<file path="config.mk">
export PLATFORM = sky130hd
export DESIGN_NAME = golden_retire_scoreboard
export DESIGN_NICKNAME = d
export VERILOG_FILES = /design/src/rtl/golden_sb_pkg.sv /design/src/rtl/golden_sb_fifo.sv /design/src/rtl/golden_retire_scoreboard.sv
export SDC_FILE = /design/constraint.sdc
export NUM_CORES = 1
export LEC_CHECK = 0
export CORE_MARGIN = 5
export CORE_UTILIZATION = 45
export CTS_CLUSTER_DIAMETER = 50
export CTS_CLUSTER_SIZE = 14
export DETAILED_ROUTE_END_ITERATION = 8
export SYNTH_ARGS = -nofsm -noshare
export SYNTH_HDL_FRONTEND = slang
export SYNTH_SLANG_ARGS = --single-unit
</file>
<file path="constraint.sdc">
create_clock -name clk -period 16.6 [get_ports clk]
set_clock_uncertainty 0.2 [all_clocks]
set_input_delay 4.98 -clock clk [delete_from_list [all_inputs] [get_ports clk]]
set_output_delay 4.98 -clock clk [all_outputs]
set_load 0.1 [all_outputs]
</file>
<file path="src/rtl/golden_sb_pkg.sv">
// rtl/golden_sb_pkg.sv - retire record, scoreboard states and field-compare helper
package golden_sb_pkg;

    localparam int PC_W   = 32;
    localparam int DATA_W = 32;
    localparam int REG_W  = 5;

    localparam int MF_PC   = 0;
    localparam int MF_RD   = 1;
    localparam int MF_DATA = 2;

    typedef struct packed {
        logic [PC_W-1:0]   pc;
        logic [REG_W-1:0]  rd;
        logic              we;
        logic [DATA_W-1:0] wdata;
    } retire_rec_t;

    typedef enum logic [1:0] {EMPTY, TRACKING, STALLED, HALTED} sb_state_e;

    // A write to x0 is architecturally no write, so it never contributes to rd/data differences.
    function automatic logic [2:0] rec_diff(input retire_rec_t g, input retire_rec_t d);
        logic       eff_g;
        logic       eff_d;
        logic [2:0] f;
        eff_g      = g.we && (g.rd != '0);
        eff_d      = d.we && (d.rd != '0);
        f          = '0;
        f[MF_PC]   = (g.pc != d.pc);
        f[MF_RD]   = (eff_g != eff_d) || (eff_g && eff_d && (g.rd != d.rd));
        f[MF_DATA] = eff_g && eff_d && (g.wdata != d.wdata);
        return f;
    endfunction

endpackage

</file>
<file path="src/rtl/golden_sb_fifo.sv">
// rtl/golden_sb_fifo.sv - synchronous FIFO of golden retire records
module golden_sb_fifo
    import golden_sb_pkg::*;
#(
    parameter int DEPTH = 8
) (
    input  logic                     clk,
    input  logic                     reset,
    input  logic                     push,
    input  retire_rec_t              push_data,
    input  logic                     pop,
    output retire_rec_t              head,
    output logic                     full,
    output logic                     empty,
    output logic [$clog2(DEPTH):0]   occupancy
);

    localparam int PTR_W = $clog2(DEPTH);
    localparam int OCC_W = PTR_W + 1;

    retire_rec_t      mem [DEPTH];
    logic [PTR_W-1:0] rd_ptr;
    logic [PTR_W-1:0] wr_ptr;

    always_ff @(posedge clk) begin
        if (push) begin
            mem[wr_ptr] <= push_data;
        end
    end

    // Pointers wrap naturally because DEPTH is a power of two.
    always_ff @(posedge clk) begin
        if (reset) begin
            rd_ptr    <= '0;
            wr_ptr    <= '0;
            occupancy <= '0;
        end else begin
            if (push) begin
                wr_ptr <= wr_ptr + PTR_W'(1);
            end
            if (pop) begin
                rd_ptr <= rd_ptr + PTR_W'(1);
            end
            occupancy <= occupancy + OCC_W'(push) - OCC_W'(pop);
        end
    end

    assign head  = mem[rd_ptr];
    assign full  = (occupancy == OCC_W'(DEPTH));
    assign empty = (occupancy == '0);

endmodule

</file>
<file path="src/rtl/golden_retire_scoreboard.sv">
// rtl/golden_retire_scoreboard.sv - in-order golden vs DUT retire scoreboard; optional GOLDEN_SB_STOP_ON_ERROR_EN
module golden_retire_scoreboard
    import golden_sb_pkg::*;
#(
    parameter int DATA_BITS      = 32,
    parameter int PC_BITS        = 32,
    parameter int REG_ADDR_BITS  = 5,
    parameter int DEPTH          = 8,
    parameter int TIMEOUT_CYCLES = 64
) (
    input  logic                       clk,
    input  logic                       reset,
    input  logic                       gold_valid,
    input  logic [PC_BITS-1:0]         gold_pc,
    input  logic [REG_ADDR_BITS-1:0]   gold_rd,
    input  logic                       gold_we,
    input  logic [DATA_BITS-1:0]       gold_wdata,
    output logic                       gold_ready,
    input  logic                       dut_valid,
    input  logic [PC_BITS-1:0]         dut_pc,
    input  logic [REG_ADDR_BITS-1:0]   dut_rd,
    input  logic                       dut_we,
    input  logic [DATA_BITS-1:0]       dut_wdata,
    output logic                       match,
    output logic                       mismatch,
    output logic [2:0]                 mismatch_field,
    output logic                       overflow,
    output logic                       underflow,
    output logic                       timeout,
    output logic                       halted,
    output logic [$clog2(DEPTH):0]     occupancy,
    output logic [31:0]                retired_count,
    output logic [15:0]                error_count
);

    localparam int OCC_W = $clog2(DEPTH) + 1;
    localparam int TMR_W = $clog2(TIMEOUT_CYCLES + 1);

    sb_state_e         state;
    sb_state_e         state_nxt;
    logic [TMR_W-1:0]  timer;
    logic [TMR_W-1:0]  timer_nxt;
    logic              timeout_evt;

    retire_rec_t       gold_rec;
    retire_rec_t       dut_rec;
    retire_rec_t       head_rec;
    retire_rec_t       ref_rec;
    logic              full;
    logic              empty;
    logic              halt;
    logic              push_en;
    logic              pop_en;
    logic              bypass;
    logic              cmp_en;
    logic              underflow_evt;
    logic              overflow_evt;
    logic [2:0]        diff;
    logic [OCC_W-1:0]  occ_nxt;

`ifdef GOLDEN_SB_STOP_ON_ERROR_EN
    assign halt = (state == HALTED);
`else
    assign halt = 1'b0;
`endif
    assign halted = halt;

    assign gold_rec = '{pc: gold_pc, rd: gold_rd, we: gold_we, wdata: gold_wdata};
    assign dut_rec  = '{pc: dut_pc, rd: dut_rd, we: dut_we, wdata: dut_wdata};

    // An empty FIFO with both strobes compares straight against the incoming record.
    assign pop_en        = dut_valid && !empty && !halt;
    assign bypass        = dut_valid && empty && gold_valid && !halt;
    assign underflow_evt = dut_valid && empty && !gold_valid && !halt;
    assign gold_ready    = !reset && !halt && (!full || pop_en);
    assign push_en       = gold_valid && gold_ready && !bypass;
    assign overflow_evt  = gold_valid && !gold_ready && !halt && !reset;
    assign cmp_en        = pop_en || bypass;
    assign ref_rec       = empty ? gold_rec : head_rec;
    assign diff          = rec_diff(ref_rec, dut_rec);
    assign occ_nxt       = occupancy + OCC_W'(push_en) - OCC_W'(pop_en);

    golden_sb_fifo #(.DEPTH(DEPTH)) u_fifo (
        .clk       (clk),
        .reset     (reset),
        .push      (push_en),
        .push_data (gold_rec),
        .pop       (pop_en),
        .head      (head_rec),
        .full      (full),
        .empty     (empty),
        .occupancy (occupancy)
    );

    always_comb begin
        state_nxt   = state;
        timer_nxt   = timer;
        timeout_evt = 1'b0;
        case (state)
            EMPTY: begin
                if (push_en) begin
                    state_nxt = TRACKING;
                    timer_nxt = '0;
                end
            end
            TRACKING, STALLED: begin
                if (occ_nxt == '0) begin
                    state_nxt = EMPTY;
                    timer_nxt = '0;
                end else if (pop_en) begin
                    state_nxt = TRACKING;
                    timer_nxt = '0;
                end else if (state == TRACKING) begin
                    if (timer == TMR_W'(TIMEOUT_CYCLES - 1)) begin
                        timeout_evt = 1'b1;
                        state_nxt   = STALLED;
                    end else begin
                        timer_nxt = timer + TMR_W'(1);
                    end
                end
            end
            default: begin
            end
        endcase
`ifdef GOLDEN_SB_STOP_ON_ERROR_EN
        if (!halt && ((cmp_en && (diff != 3'b000)) || underflow_evt || timeout_evt)) begin
            state_nxt = HALTED;
        end
`endif
    end

    always_ff @(posedge clk) begin
        if (reset) begin
            state <= EMPTY;
            timer <= '0;
        end else begin
            state <= state_nxt;
            timer <= timer_nxt;
        end
    end

    always_ff @(posedge clk) begin
        if (reset) begin
            match          <= 1'b0;
            mismatch       <= 1'b0;
            mismatch_field <= 3'b000;
            overflow       <= 1'b0;
            underflow      <= 1'b0;
            timeout        <= 1'b0;
            retired_count  <= '0;
            error_count    <= '0;
        end else begin
            match          <= cmp_en && (diff == 3'b000);
            mismatch       <= cmp_en && (diff != 3'b000);
            mismatch_field <= cmp_en ? diff : 3'b000;
            if (overflow_evt) begin
                overflow <= 1'b1;
            end
            if (underflow_evt) begin
                underflow <= 1'b1;
            end
            if (timeout_evt) begin
                timeout <= 1'b1;
            end
            if (cmp_en && (diff == 3'b000) && (retired_count != '1)) begin
                retired_count <= retired_count + 32'd1;
            end
            if (((cmp_en && (diff != 3'b000)) || underflow_evt) && (error_count != '1)) begin
                error_count <= error_count + 16'd1;
            end
        end
    end

endmodule

</file>
==> results of run 1 <==
metrics by stage:
| stage | cells | area, sq um | setup slack (ns) | power (mW) | hold WS (ns) |
|---|---|---|---|---|---|
| after floorplan | 1628 | 26800 | 1.21 | 2.46 | 0.254 |
| after detailed placement | 2564 | 29600 | 4.02 | 2.72 | 0.277 |
| after global placement | 2564 | 29600 | 4.05 | 2.71 | 0.275 |
| final | 2680 | 31800 | 4.02 | 4.15 | 0.291 |
| after global routing | 2679 | 31800 | 3.91 | 4.33 | 0.318 |
| after CTS | 2675 | 31800 | 4.01 | 4.20 | 0.293 |
worst paths after layout:
| kind | to | slack [ns] | cells after the start |
|---|---|---|---|
| setup / recovery | gold_ready | 4.02 | 4 |
| hold / removal | retired_count[16] | 0.29 | 2 |
| setup reg to reg | retired_count[13] | 10.41 | 14 |
| hold reg to reg | retired_count[16] | 0.29 | 2 |
per-layer routing:
metal	track usage, %	share of wire [%]
met5	0	0.020
met4	5.54	1.7
met3	3.02	4.3
met2	33.4	50
met1	27.2	44
synthesized netlist by cell type (12+ instances only):
| library cell | count | area share [%] |
|---|---|---|
| edfxtp_1 | 560 | 63 |
| mux2i_1 | 148 | 5.5 |
| mux4_2 | 86 | 7.2 |
| xor2_1 | 83 | 2.7 |
| dfxtp_1 | 78 | 5.8 |
| nor2_1 | 68 | 0.95 |
| a21oi_1 | 53 | 0.99 |
| nand2_1 | 53 | 0.74 |
| xnor2_1 | 50 | 1.6 |
| a22oi_1 | 43 | 1.2 |
| clkbuf_1 | 27 | 0.38 |
| nor4_1 | 27 | 0.63 |
| inv_1 | 25 | 0.35 |
| nand4_1 | 25 | 0.58 |
| and3_1 | 23 | 0.54 |
| nand3_1 | 23 | 0.43 |
| o21ai_0 | 22 | 0.41 |
| buf_2 | 18 | 0.34 |
| ha_1 | 16 | 0.75 |
| nor2b_1 | 15 | 0.35 |
| nor3_1 | 15 | 0.28 |
| buf_4 | 14 | 0.39 |
| or3_1 | 13 | 0.30 |
| and2_1 | 12 | 0.28 |
| buf_6 | 12 | 0.50 |
cells by family (layout without fill, tap and decap cells):
logic type / Yosys count / after routing / share of synthesized area, %
flip-flops: 638 / 638 / 68.7
AND/OR/NAND/NOR: 310 / 310 / 6.12
multiplexers: 242 / 242 / 13.1
AO/OA/AOI/OAI: 187 / 187 / 4.80
XOR/XNOR: 133 / 133 / 4.35
buffers and inverters: 100 / 374 / 2.12
adder cells (fa/ha/maj): 17 / 17 / 0.823
other: 1 / 6 / 0.0140
state kept, by name, indices dropped and copies added, names as in the netlist, named ones only:
name              cells
u_fifo.mem          560
mismatch              1
timeout               1
error_count          16
timer                 7
state                 2
u_fifo.occupancy      4
u_fifo.rd_ptr         3
u_fifo.wr_ptr         3
retired_count        32
match                 1
overflow              1
underflow             1
mismatch_field        3
critical path, cell delays in order:
cell and delay (ns):
clkdlybuf4s50_1 0.62, nand2_1 0.22, a31oi_1 0.35, clkdlybuf4s50_1 1.22
report_power, final:
part / internal [mW] / switching, mW / leakage, nW
sequential: 1.80 / 0.0555 / 5.69
combinational: 0.343 / 0.477 / 3.35
clock: 0.868 / 0.609 / 1.06
final cells by class:
type / count / area (sq um) / share of cell area, %
clock buffers: 80 / 1830 / 5.76
diodes: 5 / 12.5 / 0.0394
inverters: 26 / 97.6 / 0.307
clock inverters: 31 / 330 / 1.04
flip-flops and latches: 638 / 18400 / 57.9
multi-input cells: 890 / 7870 / 24.8
well taps: 773 / 967 / 3.04
repair buffers: 237 / 2280 / 7.19
==> reports/metrics.yaml, run 1 <==
synthesis.area_sq_mm: 0.0268
drc: 0
place_congestion: 0.794
setup_viol: 0
seq_area_frac_synth_pct: 68.7
min_period_over_period_pct: 75.8
final_common_cell: "edfxtp_1"
cts_tree: "built"
maxSlewHeadroom_pct: 27.5
yosys_warnings: 0
crit_type: "input pin to output pin"
crit_path_start: "dut_valid"
post_drt_via_cell_ratio: 5.60
grtUsageTotal_pct: 19.9
grt_pass1_vias: 15200
required_ns: 11.42
grt-ovfl-total: 0
crit_arrival_ns: 7.40
pin_count: 206
antenna_found_initial: 6
ir_worst_vdd_mv: 0.0694
finalSetupTns_ns: 0
start_kind: "input pin"
post_cts_buffers: 0
drv_slew: 0
synth_seq_cells: 638
die_area_sq_mm: 0.0645
worstMarginPinSlew_ns: 1.08
area_growth_syn_to_layout_pct: 18.7
drt_iter0_drc: 983
period_needed_ns: 12.58
drt_wl_total_mm: 65.0
num_rows: 89
detail_route.wl_per_cell_microns: 24.3
core-area_sq_mm: 0.0590
grt_pass1_wl_mm: 96.3
postRouteAntennaNets: 0
endpoint_kind: "output pin"
cts_inserted_buffers: 66
powerDensity_mw_per_mm2: 131
drive_gt1_share_pct: 13.4
design.final.nets: 2020
hp-class: "register to register"
clk_latency_ns: 0.58
htree_levels: 3
die_h_microns: 254
ys.flop_type: "edfxtp_1"
path_max_fanout: 6
maxCapViolCount: 0
clk_pin_slew_worst_paths_ns: 0.05
fin_util_pct: 53.9
clock-sinks: 638
rsz0062_at_grt: "false"
fmax_mhz: 79.5
synthDistinctLibCells: 70
holdBufCountCts: 0
status: "finished clean"
syn_nets: 1789
port_buffers: 204
clock-root-buffer: "clkbuf_16"
dpl.hpwl_mm: 39.6
route.vias.total: 15000
grt_max_degree: 82
clockBufferDepth: 3
num-fill-cells: 4696
fp.dieW_microns: 254
final_cell_mix: "560 x edfxtp_1, 203 x clkdlybuf4s50_1, 148 x mux2i_1"
min_from: "retired_count[16]"
firstDrtPassIters: 5
syn_avg_cell_area_sq_um: 16.4
hold_viol: 0
synth-edff-count: 560
initial_core_util_pct: 45.4
post_cts_resized: 0
synth_cells: 1628
async_flop_share_pct: 0
leakage_nw: 10.1
No activity file was read; power rests on OpenSTA's default activity.
==> inputs of run 2 (changes only) <==
clock period = 12.3 ns   (was 16.6 ns; I/O delays follow)
==> run 2 against run 1 <==
  * Non-clock buffer count rose by 3
  * Critical path depth is the same
  * Hold slack lost 0.0096 ns
  * Register-to-register slack lost 4.5 ns
  * Largest cell class unchanged
  * Sequential share of layout area shrank 0.20 points
  * Worst setup slack worse by 1.7 ns
  * Sequential cell count unchanged
  * Combinational power grew 35%
==> reports/metrics.yaml, run 2 (synthesis results as in run 1) <==
post_drt_via_cell_ratio: 5.60
area_growth_syn_to_layout_pct: 19.2
grt_pass1_vias: 15400
dpl.hpwl_mm: 40.6
endpoint_kind: "output pin"
start_kind: "input pin"
crit_type: "input pin to output pin"
max_stage_delay_ns: 1.22
post_cts_buffers: 0
final_cells: 2687
drc: 0
cts_tree: "built"
largest_reg_flops: 560
rsz0062_at_grt: "false"
endpoint: "gold_ready"
slowest_stage: "clkdlybuf4s50_1"
clockBufferDepth: 3
path_cells: "clkdlybuf4s50_1, nand2_1, a31oi_1, clkdlybuf4s50_1"
drv_slew: 0
maxCapViolCount: 0
pin_count: 206
die_area_sq_mm: 0.0645
cts_inserted_buffers: 68
antenna_found_initial: 2
clkPwrFrac_pct: 36.1
route.vias.total: 15100
largest-register: "u_fifo.mem"
crit_path_start: "dut_valid"
clock-sinks: 638
min_period_over_period_pct: 81.1
firstDrtPassIters: 5
num_rows: 89
ir_worst_vdd_mv: 0.124
pwr-share-seq_pct: 44.2
fmax_mhz: 100
final_cell_mix: "560 x edfxtp_1, 203 x clkdlybuf4s50_1, 148 x mux2i_1"
r2r_cells: 14
required_ns: 8.41
setup_viol: 0
crit_arrival_ns: 6.09
power_mw: 5.65
r2r-end: "retired_count[29]"
fp.dieW_microns: 254
drt_wl_total_mm: 65.0
clk_pin_slew_worst_paths_ns: 0.06
period_needed_ns: 9.98
pwr-share-comb_pct: 19.7
grt_pass1_wl_mm: 96.8
p_int_mw: 4.08
switching_share_pct: 27.8
grt_max_degree: 82
die_h_microns: 254
status: "finished clean"
clk_latency_ns: 0.61
post_cts_resized: 0
final_common_cell: "edfxtp_1"
port_buffers: 204
path_max_fanout: 6
detail_route.wl_per_cell_microns: 24.2
worstMarginPinSlew_ns: 1.10
drive_gt1_share_pct: 13.9
dp.cells: 2567
htree_levels: 3
powerDensity_mw_per_mm2: 177
power_switching_mw: 1.57
leakage_nw: 10.1
hp-class: "register to register"
initial_core_util_pct: 45.4
rrSetupSlack_ns: 5.89
top_regs: "u_fifo.mem x560, retired_count x32, error_count x16"
design.final.nets: 2025
fin_hold_ws_ns: 0.282
maxSlewHeadroom_pct: 26.9
grtUsageTotal_pct: 20.0
clock-root-buffer: "clkbuf_16"
placed_cell_area_sq_mm: 0.0297
fin_area_sq_mm: 0.0319
fin_util_pct: 54.0
grt-ovfl-total: 0
postRouteAntennaNets: 0
holdBufCountCts: 0
drt_iter0_drc: 1147
hold_viol: 0
place_congestion: 0.791
min_from: "u_fifo.rd_ptr[1]"
core-area_sq_mm: 0.0590
cp_common_cell: "clkdlybuf4s50_1"
## run 2: how the worst min path moves through the flow
stage	endpoint	slack, ns	depth (start not counted)
after global routing	error_count[4]	0.31	2
after global placement	register	0.27	2
after floorplan	register	0.25	2
after detailed placement	register	0.28	2
after CTS	register	0.28	2
final	register	0.28	2
## run 2: worst max-delay path: cells and delay by family
family / cells / cell delay [ns]
compound gates: 1 / 0.30
simple gates: 1 / 0.24
buf+inv: 2 / 1.85
## run 2: metal layers
metal  share of wire [%]  vias up  GRT usage (%)
li1                    -     6897              -
met1                  44     7703           28.2
met2                  49      376           32.8
met3                 5.2       74           3.30
met4                 1.8        2           5.03
met5               0.018        -              0
## run 2: final cells by class
cell class | instances | area (sq um)
antenna | 1 | 2.50
tap | 773 | 967
multi-input combinational | 890 | 7890
fill | 4757 | 27100
inverter | 26 | 97.6
sequential | 638 | 18400
timing repair buffer | 240 | 2310
clock inverter | 41 | 418
clock buffer | 78 | 1820
## run 2: stage by stage
step / setup TNS, ns / setup WS [ns]
floorplan: -1.99 / -0.0233
global placement: 0 / 2.35
detailed placement: 0 / 2.33
CTS: 0 / 2.32
global route: 0 / 2.21
finish: 0 / 2.32
## run 2: power by group through the flow
stage | Sequential (mW) | Clock [mW] | Combinational [mW]
after floorplan | 2.56 | 0 | 0.761
after global placement | 2.54 | 0 | 1.11
after detailed placement | 2.55 | 0 | 1.12
after CTS | 2.50 | 2.09 | 1.13
after global routing | 2.51 | 2.18 | 1.20
final | 2.50 | 2.04 | 1.11
==> RTL edit, RTL diff (config.mk and constraints of run 1) <==
Build with the macro `GOLDEN_SB_STOP_ON_ERROR_EN` defined.
--- a/src/rtl/golden_retire_scoreboard.sv
+++ b/src/rtl/golden_retire_scoreboard.sv
@@ -1,3 +1,5 @@
 // rtl/golden_retire_scoreboard.sv - in-order golden vs DUT retire scoreboard; optional GOLDEN_SB_STOP_ON_ERROR_EN
+`define GOLDEN_SB_STOP_ON_ERROR_EN
+
 module golden_retire_scoreboard
     import golden_sb_pkg::*;
Behaviour: not the same (a bounded check fails within 4 cycles, from zero or initial values and one cycle with reset high).
==> RTL edit against run 1 <==
Fmax shrank 4.5%. Die area grew 0.53%. Wire length grew 0.67%. Worst setup slack lost 0.59 ns. Combinational power grew 17%. Utilization grew 0.33 points. Synthesized area grew 0.56%. Synthesized cell count grew 0.49%. Power grew 3.7%. Design area grew 0.80%. Sequential cell count is the same.
==> RTL edit: results (changes against run 1) <==
{| class="wikitable"
! Metric !! Value
|-
| Run status || complete, no violations (unchanged)
|-
| Vias per Instance || 5.65 (was 5.60)
|-
| First-pass GRT wire length || 96900 um (was 96300 um)
|-
| IO Port Bufs || 205 (was 204)
|-
| Pin count of the biggest net entering global routing || 105 (was 82)
|-
| Detailed route wirelength on metal2 || 32200 um (was 32700 um)
|-
| M1 wire length || 28400 um (about the same)
|-
| Dominant cells by area after synthesis || sky130_fd_sc_hd__edfxtp_1 62%, sky130_fd_sc_hd__mux4_2 7.4%, sky130_fd_sc_hd__dfxtp_1 5.8%, sky130_fd_sc_hd__mux2i_1 3.6%, sky130_fd_sc_hd__mux2_2 3.2% (was sky130_fd_sc_hd__edfxtp_1 63%, sky130_fd_sc_hd__mux4_2 7.2%, sky130_fd_sc_hd__dfxtp_1 5.8%, sky130_fd_sc_hd__mux2i_1 5.5%, sky130_fd_sc_hd__xor2_1 2.7%)
|-
| Fraction of area in multi-input gates || 0.254 (was 0.248)
|-
| Placement Setup Slack || 3.42 ns (was 4.02 ns)
|-
| Peak per-stage delay on the critical path || 1.17 ns (was 1.22 ns)
|-
| Met2 usage in global routing || 0.332 (was 0.334)
|-
| Global-route met3 utilization || 0.0407 (was 0.0302)
|-
| Gr usage total || 0.199 (about the same)
|-
| Max rail drop VDD || 0.0679 mV (was 0.0694 mV)
|-
| Hold Crit Start || overflow (was retired_count[16])
|-
| Maximum fanout encountered on the critical timing path || 9 (was 6)
|-
| Fillcell total || 4796 (was 4696)
|-
| Multiplexer fraction of the synthesized cell area || 0.142 (was 0.131)
|-
| Synth cell count leaders || 560 x sky130_fd_sc_hd__edfxtp_1, 96 x sky130_fd_sc_hd__mux2i_1, 89 x sky130_fd_sc_hd__mux4_2 (was 560 x sky130_fd_sc_hd__edfxtp_1, 148 x sky130_fd_sc_hd__mux2i_1, 86 x sky130_fd_sc_hd__mux4_2)
|-
| Met1 routing resource usage after global routing || 0.272 (about the same)
|-
| Total inserted antenna cells || 4 (was 5)
|-
| DR iter-0 viols || 1000 (was 983)
|-
| Leakage power || 10.1 nW (about the same)
|-
| Capture instance of the worst register-to-register path || retired_count[12] (was retired_count[13])
|-
| Cell variety after synth || 57 (was 70)
|-
| DR WL met3 || 3400 um (was 2810 um)
|-
| Relative slew slack || 0.0937 (was 0.275)
|-
| WHS Endpoint || overflow (was retired_count[16])
|-
| Hold Worst Slack || 0.285 ns (was 0.291 ns)
|}
-- RTL edit: changes by cell type after synthesis, sizes merged, moves of 12 or more --
| cell | change |
|---|---|
| a221oi | +16 |
| a22oi | -41 |
| mux2 | +69 |
| mux2i | -52 |
| nand2 | -12 |
| nand3 | +15 |
| nor2b | +19 |
| o22ai | +24 |
| xnor2 | +33 |
| xor2 | -27 |
-- RTL edit: worst max path at each step --
| stage | from | end | slack [ns] | cells after the start |
|---|---|---|---|---|
| 2_1_floorplan | dut_valid | gold_ready | 3.66 | 5 |
| 3_3_place_gp | dut_valid | gold_ready | 3.42 | 6 |
| 3_5_place_dp | dut_valid | gold_ready | 3.42 | 6 |
| 4_1_cts | dut_valid | gold_ready | 3.41 | 6 |
| 5_1_grt | dut_valid | gold_ready | 3.23 | 6 |
| 6_report | dut_valid | gold_ready | 3.43 | 6 |
